<file path="src/rtl/rpn_eval.sv">
// RPN ASCII evaluator: signed WIDTH-bit stack machine, decimal result out with LF terminator.
// Optional macro RPN_EVAL_MOD_EN makes '%' a signed-remainder operator; otherwise '%' is a separator.
module rpn_eval #(
  parameter int WIDTH  = 16,
  parameter int DEPTH  = 8,
  parameter int MAXDIG = 5
) (
  input  logic       CLK,
  input  logic       RST,
  input  logic       IN_STB,
  input  logic [7:0] IN_CHAR,
  output logic       IN_ACK,
  output logic       OUT_STB,
  output logic [7:0] OUT_CHAR,
  input  logic       OUT_ACK,
  output logic [3:0] dbg_state
);

  // Both sides: a character moves on any cycle where STB && ACK are high at the clock edge.
  localparam int DW = $clog2(DEPTH + 1);
  localparam int AW = (DEPTH > 1) ? $clog2(DEPTH) : 1;
  localparam int IW = (MAXDIG > 1) ? $clog2(MAXDIG) : 1;
  localparam logic [WIDTH-1:0] MOST_NEG = {1'b1, {(WIDTH-1){1'b0}}};

  typedef enum logic [3:0] {
    S_ACCEPT, S_PUSH, S_EXEC, S_FINISH, S_CONV,
    S_EMIT_SIGN, S_EMIT_DIG, S_EMIT_LF, S_EMIT_ERR
  } state_t;

  state_t state, state_next;

  logic signed [WIDTH-1:0] stack [DEPTH];
  logic [DW-1:0]    depth;
  logic [WIDTH-1:0] acc;
  logic             pending;
  logic             err;
  logic [7:0]       ch;
  logic [WIDTH-1:0] mag;
  logic             neg;
  logic [3:0]       dbuf [MAXDIG];
  logic [IW-1:0]    ndig;
  logic [IW-1:0]    idx;

  logic [AW-1:0]           top_idx, sec_idx;
  logic signed [WIDTH-1:0] op_a, op_b, top_val, alu_res;
  logic                    alu_bad;
  logic [WIDTH-1:0]        mag_div;
  logic [3:0]              mag_dig;

  function automatic logic is_digit(input logic [7:0] c);
    return (c >= 8'h30) && (c <= 8'h39);
  endfunction

  function automatic logic is_op(input logic [7:0] c);
    logic r;
    r = (c == 8'h2b) || (c == 8'h2d) || (c == 8'h2a) || (c == 8'h2f);
`ifdef RPN_EVAL_MOD_EN
    r = r || (c == 8'h25);
`endif
    return r;
  endfunction

  function automatic state_t dispatch(input logic [7:0] c);
    if (is_op(c))       return S_EXEC;
    else if (c == 8'h3d) return S_FINISH;
    else                return S_ACCEPT;
  endfunction

  assign dbg_state = state;
  assign top_idx   = AW'(depth - DW'(1));
  assign sec_idx   = AW'(depth - DW'(2));
  assign op_a      = stack[sec_idx];
  assign op_b      = stack[top_idx];
  assign top_val   = stack[top_idx];
  assign mag_div   = mag / WIDTH'(10);
  assign mag_dig   = 4'(mag % WIDTH'(10));

  // Division overflow (most-negative / -1) is pinned explicitly rather than left to the divider.
  always_comb begin
    alu_res = '0;
    alu_bad = 1'b0;
    case (ch)
      8'h2b: alu_res = op_a + op_b;
      8'h2d: alu_res = op_a - op_b;
      8'h2a: alu_res = op_a * op_b;
      8'h2f: begin
        if (op_b == '0) alu_bad = 1'b1;
        else if (op_a == MOST_NEG && op_b == '1) alu_res = MOST_NEG;
        else alu_res = op_a / op_b;
      end
`ifdef RPN_EVAL_MOD_EN
      8'h25: begin
        if (op_b == '0) alu_bad = 1'b1;
        else if (op_a == MOST_NEG && op_b == '1) alu_res = '0;
        else alu_res = op_a % op_b;
      end
`endif
      default: alu_res = '0;
    endcase
  end

  always_ff @(posedge CLK) begin
    if (RST) state <= S_ACCEPT;
    else     state <= state_next;
  end

  always_comb begin
    state_next = state;
    IN_ACK     = 1'b0;
    OUT_STB    = 1'b0;
    OUT_CHAR   = 8'h00;
    case (state)
      S_ACCEPT: begin
        IN_ACK = 1'b1;
        if (IN_STB && !is_digit(IN_CHAR))
          state_next = pending ? S_PUSH : dispatch(IN_CHAR);
      end
      S_PUSH:   state_next = dispatch(ch);
      S_EXEC:   state_next = S_ACCEPT;
      S_FINISH: state_next = (err || depth != DW'(1)) ? S_EMIT_ERR : S_CONV;
      S_CONV: begin
        if (mag_div == '0) state_next = neg ? S_EMIT_SIGN : S_EMIT_DIG;
      end
      S_EMIT_SIGN: begin
        OUT_STB  = 1'b1;
        OUT_CHAR = 8'h2d;
        if (OUT_ACK) state_next = S_EMIT_DIG;
      end
      S_EMIT_DIG: begin
        OUT_STB  = 1'b1;
        OUT_CHAR = {4'h3, dbuf[idx]};
        if (OUT_ACK && idx == '0) state_next = S_EMIT_LF;
      end
      S_EMIT_LF: begin
        OUT_STB  = 1'b1;
        OUT_CHAR = 8'h0a;
        if (OUT_ACK) state_next = S_ACCEPT;
      end
      S_EMIT_ERR: begin
        OUT_STB  = 1'b1;
        OUT_CHAR = 8'h45;
        if (OUT_ACK) state_next = S_EMIT_LF;
      end
      default: state_next = S_ACCEPT;
    endcase
  end

  always_ff @(posedge CLK) begin
    if (RST) begin
      depth   <= '0;
      acc     <= '0;
      pending <= 1'b0;
      err     <= 1'b0;
      ch      <= 8'h00;
      mag     <= '0;
      neg     <= 1'b0;
      ndig    <= '0;
      idx     <= '0;
    end else begin
      case (state)
        S_ACCEPT: begin
          if (IN_STB) begin
            if (is_digit(IN_CHAR)) begin
              acc     <= acc * WIDTH'(10) + {{(WIDTH-4){1'b0}}, IN_CHAR[3:0]};
              pending <= 1'b1;
            end else begin
              ch <= IN_CHAR;
            end
          end
        end
        S_PUSH: begin
          if (!err) begin
            if (depth == DW'(DEPTH)) err <= 1'b1;
            else depth <= depth + DW'(1);
          end
          acc     <= '0;
          pending <= 1'b0;
        end
        S_EXEC: begin
          if (!err) begin
            if (depth < DW'(2) || alu_bad) err <= 1'b1;
            else depth <= depth - DW'(1);
          end
        end
        S_FINISH: begin
          neg  <= top_val[WIDTH-1];
          mag  <= top_val[WIDTH-1] ? (~top_val + WIDTH'(1)) : top_val;
          ndig <= '0;
        end
        S_CONV: begin
          dbuf[ndig] <= mag_dig;
          mag        <= mag_div;
          ndig       <= ndig + IW'(1);
          idx        <= ndig;
        end
        S_EMIT_DIG: begin
          if (OUT_ACK && idx != '0) idx <= idx - IW'(1);
        end
        S_EMIT_LF: begin
          if (OUT_ACK) begin
            depth   <= '0;
            err     <= 1'b0;
            acc     <= '0;
            pending <= 1'b0;
          end
        end
        default: ;
      endcase
    end
  end

  // Stack contents need no reset: depth alone defines which entries are live.
  always_ff @(posedge CLK) begin
    if (!RST) begin
      if (state == S_PUSH && !err && depth != DW'(DEPTH))
        stack[AW'(depth)] <= acc;
      else if (state == S_EXEC && !err && depth >= DW'(2) && !alu_bad)
        stack[sec_idx] <= alu_res;
    end
  end

endmodule

</file>
<file path="config.mk">
export PLATFORM = sky130hd
export DESIGN_NAME = rpn_eval
export DESIGN_NICKNAME = d
export VERILOG_FILES = /design/src/rtl/rpn_eval.sv
export SDC_FILE = /design/constraint.sdc
export NUM_CORES = 1
export LEC_CHECK = 0
export ABC_AREA = 1
export BUFFER_PORTS_ARGS = -buffer_cell sky130_fd_sc_hd__buf_2
export CAP_MARGIN = 20
export CORE_MARGIN = 3
export CORE_UTILIZATION = 30
export CTS_CLUSTER_SIZE = 8
export DETAILED_ROUTE_END_ITERATION = 10
export HOLD_SLACK_MARGIN = 0.05
export PLACE_DENSITY = 0.51
export SYNTH_ARGS = -nofsm -noshare
export SYNTH_HDL_FRONTEND = slang
export SYNTH_SLANG_ARGS = --single-unit
export TNS_END_PERCENT = 1
</file>
<file path="constraint.sdc">
create_clock -name CLK -period 51.5 [get_ports CLK]
set_input_delay 15.45 -clock CLK [delete_from_list [all_inputs] [get_ports CLK]]
set_output_delay 15.45 -clock CLK [all_outputs]
set_load 0.005 [all_outputs]
</file>
==> metrics list, run 1 <==
- CP Data Arrival Time: 43.12 ns
- Via count: 21938
* Seq/Total Area, Yosys: 0.233
* Count of H-tree levels built during CTS: 1
- Cells resized by post-CTS repair: 0
* Layout area overhead: 9.39%
- Cell with the most instances after synthesis: sky130_fd_sc_hd__nand2_1
- The net count of the finished layout is 3748.
- CP endpoint kind: flip-flop
* Chip height: 290 µm
* Outcome: finished, final reports clean
* Core area: 79400 µm²
* Top cell types by occurrence after synthesis: sky130_fd_sc_hd__nand2_1 (629), sky130_fd_sc_hd__inv_1 (499), sky130_fd_sc_hd__nor2_1 (337), sky130_fd_sc_hd__o21ai_0 (309), sky130_fd_sc_hd__ha_1 (255)
- Counting flops with a built-in enable in the synthesized netlist gives 148.
* Clock Skews: 0.0139 ns
* Count of distinct cell types in the synthesized netlist: 65
- RSZ-0062 raised after global routing: no
- At the placement stage, the worst setup path has a slack of 8.69 ns.
- At the end of routability-driven placement, the weighted congestion stood at 0.881.
* DP Wirelength: 57100 µm
- Adding up every negative setup slack in the final design gives 0 ns.
- Maximum capacitance violations: 0
- After clock tree synthesis, the setup repair step added 0 buffers.
- Site Rows: 103
- Total of warnings raised by yosys: 0
- Depth of the most critical reg-to-reg path: 263
- Detail-routed via count per cell: 4.92
- Share of cells above drive strength 1: 0.0874
- The initial utilization of the core area, before any placement, comes to 0.305.
* Largest fanout of any net on the critical path: 66
* Worst rel slew slack: 0.258
- For this run, the leading register cell type out of synthesis is sky130_fd_sc_hd__edfxtp_1.
* Finished Core Util: 0.333
- Final Worst Setup Slack: 8.58 ns
* Global-route wire length before repair: 121000 µm
- Detailed Route WL: 76800 µm
- The largest total area in the synthesized netlist belongs to sky130_fd_sc_hd__edfxtp_1.
- The count of final hold-check violations is 0.
* Period minus WS final: 42.92 ns
- For the worst-skew pair, the clock arrives at the later sink with an insertion delay of 0.56 ns.
- Based on the critical path, the design can be clocked at up to 23.3 MHz.
* Largest cells by area after synthesis: sky130_fd_sc_hd__edfxtp_1 (18%), sky130_fd_sc_hd__ha_1 (13%), sky130_fd_sc_hd__nand2_1 (9.8%)
- In the global route stage, overall resource usage came out at 0.180.
* Peak per-stage delay on the critical path: 0.84 ns
* DRT Pass-1 Iters: 5
- Final cycle utilization of the critical path: 0.833
* Total clock buffers created by CTS: 30
- In this run the horizontal extent of the chip is 290 µm.
- After detailed routing, the number of remaining DRC violations is 0.
- Summing every instance area after synthesis gives 24200 µm².
* Maximum number of buffers from clock root to sink: 3
- Number of nets still failing antenna checks after routing: 0
- Setup violations, final: 0
- After clock tree synthesis, the clock-pin slew on the worst setup and hold paths is 0.06 ns.
- Number of antenna violations at the first check in global routing: 2
- Cell type of the slowest stage on the worst timing path: sky130_fd_sc_hd__o21ai_1
* CTS root buffer: sky130_fd_sc_hd__clkbuf_16
* Die outline area: 84100 µm²
* Critical path launch point type: flip-flop
* Worst Tran Pin Value: 1.11 ns
- I/O pin cnt: 26
- The number of slew-limit violations in the final report is 0.
- The via count of the first global-routing pass was 21206.
- For this run, asynchronously set or reset flops after synthesis account for 0.
- Largest net degree at the start of global routing: 86
- Seq cells post-synth: 208
- Fraction of synthesized cell area taken by the top area cell type: 0.184
- The count of buffers added on input and output ports is 24.
* Path class of the lowest-slack min-delay path: flip-flop to flip-flop
- Required time of the critical path: 51.70 ns
* Synthesized area per cell: 7.15 µm²
* Hold bufs inserted after CTS: 0
* Residual overflow from global routing: 0
- DRC violation total after the first TritonRoute iteration: 1665
- TritonCTS built the clock tree.
* Wire length per cell after detailed routing: 17.2 µm
* Worst hold path depth: 2
- Syn_nets: 3732
- Post-Syn Instances: 3383
- The setup path with the least slack is of type flip-flop to flip-flop.
- Number of sinks on the clock net: 208
- Cell type with the highest occurrence count on the critical path: sky130_fd_sc_hd__nand2_1
[final cells by class]
| type | count | area (µm²) |
|---|---|---|
| repair buffers | 85 | 578 |
| multi-input cells | 2528 | 16000 |
| clock buffers | 41 | 835 |
| diodes | 1 | 2.50 |
| clock inverters | 1 | 3.75 |
| well taps | 1050 | 1310 |
| fillers | 8647 | 52900 |
| flip-flops and latches | 208 | 5650 |
| inverters | 546 | 2050 |
[critical path: cells and delay by family, from the launching register on]
family / cells / cell delay [ns]
XOR/XNOR: 1 / 0.09
adder cells (fa/ha/maj): 17 / 5.39
buffers and inverters: 57 / 7.38
AND/OR/NAND/NOR: 87 / 10.19
flip-flops: 1 / 0.31
AO/OA/AOI/OAI: 101 / 19.11
[sequential cells by signal, indices dropped and copies added, names as in the netlist, named ones only]
name	count
ndig	3
stack	128
mag	16
acc	16
dbg_state	4
idx	3
err	1
pending	1
depth	4
dbuf	20
ch	8
neg	1
[metrics by stage]
step	hold slack [ns]	instance area, µm²	instances
2_1_floorplan	0.430	24200	3383
3_3_place_gp	0.443	25600	4416
3_5_place_dp	0.453	25600	4417
4_1_cts	0.460	26500	4459
5_1_grt	0.492	26500	4459
6_report	0.454	26500	4460
[layout by cell type (no fill, tap or decap), drive strengths merged, types with 60 or more instances in the layout]
cell    Yosys  layout
nor2      343     343
inv       537     536
nand3     164     164
a21oi     215     215
dfxtp      60      60
nand2     681     681
fa         82      82
xor2       99      99
ha        255     255
edfxtp    148     148
xnor2      68      68
buf        51      85
o21ai     377     377
[logic make-up (layout without fill, tap and decap cells)]
family | count (synthesis) | after routing | synth area share
DFF | 208 | 208 | 0.233
and+or+nand+nor | 1302 | 1302 | 0.233
xor gates and xnor gates | 167 | 167 | 0.0608
buffers and inverters | 647 | 673 | 0.106
other | 1 | 2 | 0.000155
AOI/OAI and AO/OA | 718 | 718 | 0.166
muxes | 3 | 3 | 0.00124
adders and majority gates | 337 | 337 | 0.200
[path summary, 6_finish.rpt]
check                start            to  slack, ns
hold / removal       ch[5]         ch[5]       0.45
hold reg to reg      ch[5]         ch[5]       0.45
setup / recovery  depth[1]  stack[4][15]       8.58
setup reg to reg  depth[1]  stack[4][15]       8.58
[layer usage]
metal | share of wire | vias up | GRT usage
li1 | - | 11132 | -
met1 | 0.47 | 10114 | 0.257
met2 | 0.44 | 577 | 0.284
met3 | 0.066 | 113 | 0.0271
met4 | 0.024 | 2 | 0.0494
met5 | 0.00017 | - | 0
Power of run 1 is left out: the tool's default activity adds up to more than one toggle a clock period on the data nets, which glitch-free logic cannot reach.
==> run 2: changes to the inputs <==
--- a/config.mk
+++ b/config.mk
@@ -5,7 +5,7 @@
 export SDC_FILE = /design/constraint.sdc
 export NUM_CORES = 1
 export LEC_CHECK = 0
-export ABC_AREA = 1
+export ABC_AREA = 0
 export BUFFER_PORTS_ARGS = -buffer_cell sky130_fd_sc_hd__buf_2
 export CAP_MARGIN = 20
 export CORE_MARGIN = 3
==> constraint.sdc (replaced) <==
create_clock -name CLK -period 44.9 [get_ports CLK]
set_input_delay 13.47 -clock CLK [delete_from_list [all_inputs] [get_ports CLK]]
set_output_delay 13.47 -clock CLK [all_outputs]
set_load 0.005 [all_outputs]
==> metrics list, run 2 <==
- The flow ran to the end, and the final reports show no timing, DRC or antenna violations.
* Largest cells by area after synthesis: sky130_fd_sc_hd__edfxtp_1 (18%), sky130_fd_sc_hd__ha_1 (13%), sky130_fd_sc_hd__fa_1 (6.8%)
* Number of flops mapped to enable cells by yosys: 148 (unchanged)
- Cell with the most instances after synthesis: sky130_fd_sc_hd__nor2_1
- Endpoint with the worst hold slack: idx[1]
- Design Area, Final: 26800 µm² (+1.2%)
- STA classifies the critical path startpoint as a flip-flop.
- The total of max-cap violations was 0 (unchanged).
* Fraction of synthesized cell area taken by the top area cell type: 0.183 (-0.000851)
- In this run the most critical hold path is launched from idx[1].
- The critical path data required time was 45.14 ns (-6.56 ns).
- Final-stage net count: 3083 (-18%)
* Tot GR Track Use: 0.171 (-0.00961)
* Depth of the most critical reg-to-reg path: 197 (-25%)
* Top cell types by occurrence after synthesis: sky130_fd_sc_hd__nor2_1 (306), sky130_fd_sc_hd__ha_1 (255), sky130_fd_sc_hd__nand2_1 (248), sky130_fd_sc_hd__inv_1 (203), sky130_fd_sc_hd__edfxtp_1 (148)
- Clock transition at the registers of the reported paths: 0.05 ns (about the same)
- TritonCTS built the clock tree.
- Post-Route Setup TNS: 0 ns (unchanged)
- Share of cells above drive strength 1: 0.126 (+0.0382)
* Total clock buffers created by CTS: 29 (-3.3%)
* Most common library cell in the layout ignoring fill and taps: sky130_fd_sc_hd__nor2_1
- DRC violations left: 0 (unchanged)
- Clk Latency, worst-skew pair: 0.57 ns (about the same)
* Post-synth design cell area: 24300 µm² (+0.47%)
- Residual overflow from global routing: 0 (unchanged)
* R2r endpoint: stack[5][7]
* Number of global-route vias before repair: 19450 (-8.3%)
- Largest fanout of any net on the critical path: 47 (-29%)
- The number of slew-limit violations in the final report is 0 (unchanged).
* Setup violations, final: 0 (unchanged)
* Clock Skews: 0.0277 ns (+0.0138 ns)
* Final cycle utilization of the critical path: 0.913 (+0.0797)
- Number of flip-flops in the largest register: 128 (unchanged)
* Cell type of the slowest stage on the worst timing path: sky130_fd_sc_hd__a21oi_1
- The core footprint was 79600 µm² (+0.32%).
- Number of I/O port buffers: 24 (unchanged)
* Placed Instance Area: 25700 µm² (+0.41%)
- CTS root buffer: sky130_fd_sc_hd__clkbuf_16
- Synthesized area per cell: 8.94 µm² (+25%)
- Seq cells post-synth: 208 (unchanged)
* RSZ-0062 raised after global routing: no
* Worst rel slew slack: 0.270 (+0.0115)
- In the synthesized netlist the dominant register cell turns out to be sky130_fd_sc_hd__edfxtp_1.
* Async set or reset register ratio after synthesis: 0 (unchanged)
- Number of antenna violations at the first check in global routing: 3 (+1)
- Hold bufs inserted after CTS: 0 (unchanged)
- The top-level I/O count is 26 (unchanged).
- Cell type with the highest occurrence count on the critical path: sky130_fd_sc_hd__o21a_1
* Chip height: 291 µm (+0.23%)
- Top reg by flops: stack
* Syn_nets: 3069 (-18%)
* Fill cell total of the finished layout: 8324 (-3.7%)
- Number of nets still failing antenna checks after routing: 0 (unchanged)
* Buffers & Inverters on Critical Path: 12 (-79%)
* Top cell type by total area after synthesis: sky130_fd_sc_hd__edfxtp_1
* Horizontal extent of the die: 291 µm (+0.23%)
- DP Wirelength: 57100 µm (about the same)
- CP endpoint kind: flip-flop
* Detail-routed via count per cell: 5.33 (+8.3%)
- The library cells used most frequently in the layout, excluding fill and tap cells, are sky130_fd_sc_hd__nor2_1 (306), sky130_fd_sc_hd__ha_1 (254), sky130_fd_sc_hd__nand2_1 (247).
- The largest registers in the layout are stack: 128 flops, dbuf: 20 flops.
* GPL Wtd Cong: 0.861 (-2.3%)
- Worst Tran Pin Value: 1.09 ns (-0.0199 ns)
- CP Data Arrival Time: 41.23 ns (-1.89 ns)
- Period minus WS final: 40.99 ns (-1.92 ns)
- Peak per-stage delay on the critical path: 0.71 ns (-0.13 ns)
* Largest net degree at the start of global routing: 62 (-28%)
- The global-route wire length before repair was 115000 µm (-5.1%).
* Post-Syn Instances: 2720 (-20%)
- Layout area overhead: 10.2%
- The worst setup path is of the flip-flop to flip-flop kind.
- DRT Pass-1 Iters: 7 (+2)
- Maximum number of buffers from clock root to sink: 3 (unchanged)
- Site Rows: 103 (unchanged)
- The reg-to-reg setup timing slack was 3.91 ns (-4.68 ns).
* Count of H-tree levels built during CTS: 1 (unchanged)
- The starting DRC count in detailed routing is 1665 (unchanged).
- The number of distinct library cell variants in the gate-level netlist after synthesis came to 113 (+74%).
- Starting utilization of the core area: 0.305 (+0.000427)
- F_max: 24.4 MHz (+4.7%)
- The hold path depth is 2 (unchanged).
- The total wirelength of the detailed-routed design was 74400 µm (-3.1%).
- The area of the die is 84500 µm² (+0.46%).
- The number of clock sinks came to 208 (unchanged).
- The routed wirelength normalized by instance count came to 19.5 µm (+14%).
- The count of final hold-check violations was 0 (unchanged).
- Via count: 20278 (-7.6%)
- The part of the Yosys area used for sequential elements was 0.232 (-0.00108).
* Crit path max-delay family: compound AO/OA/AOI/OAI gates
- The count of yosys warnings during synthesis is 0 (unchanged).
- Path class of the lowest-slack min-delay path: flip-flop to flip-flop
- The startpoint identified for the worst register-to-register timing path is depth[0].
[run 2: kinds of logic (layout without fill, tap and decap cells)]
kind of cell,after synthesis,after routing,synth area share
xor gates and xnor gates,171,171,0.0638
DFF,208,208,0.232
AOI/OAI and AO/OA,598,598,0.165
and+or+nand+nor,906,906,0.174
buffers and inverters,332,366,0.0562
muxes,162,162,0.107
other,1,4,0.000154
adders and majority gates,342,342,0.201
[run 2: timing repair]
action,4_1_cts,5_1_grt
gates resized for setup,0,39
endpoints found under the setup margin,0,128
setup buffers,0,12
[run 2: worst max path at each step]
stage | startpoint | endpoint | slack, ns | cells after the start
6_report | depth[0] | stack[5][7] | 3.91 | 197
5_1_grt | depth[0] | stack[3][11] | 0.07 | 199
4_1_cts | depth[0] | stack[2][5] | 0.78 | 194
3_5_place_dp | depth[0] | stack[0][5] | 0.96 | 194
3_3_place_gp | depth[0] | stack[0][5] | 1.95 | 194
2_1_floorplan | depth[0] | stack[0][15] | 3.46 | 211
[run 2: layout make-up]
type	count	area, µm²	share of cell area
clock buffer	50	805	0.0300
multi-input combinational	2180	17400	0.651
tap	1050	1310	0.0490
antenna	3	7.51	0.000280
timing repair buffer	98	736	0.0274
inverter	217	826	0.0308
clock inverter	1	20.0	0.000747
sequential	208	5650	0.211
[run 2: worst reg2reg max path: cells and delay by family, from the launching register on]
kind | cells | cell delay, ns
AOI/OAI and AO/OA | 124 | 23.37
and+or+nand+nor | 36 | 6.94
adders and majority gates | 16 | 4.62
buffers and inverters | 12 | 2.43
muxes | 7 | 2.38
xor gates and xnor gates | 2 | 0.51
DFF | 1 | 0.40
[run 2: through the flow]
stage / hold slack, ns / cells / setup WS [ns] / util
after global routing: 0.488 / 3806 / 0.0717 / 0.336
after global placement: 0.466 / 3739 / 1.95 / 0.323
after floorplan: 0.446 / 2720 / 3.46 / -
after detailed placement: 0.475 / 3740 / 0.958 / 0.323
final: 0.478 / 3807 / 3.91 / 0.337
after CTS: 0.480 / 3791 / 0.778 / 0.333
[run 2: per-layer routing]
metal  up-vias  wire [µm]  global-route usage
li1       9867          -                   -
met3        94       4420              0.0195
met2       552      33100               0.270
met1      9765      35100               0.248
met5         -          0                   0
met4         0       1800              0.0412
Power of run 2 is left out for the same reason.
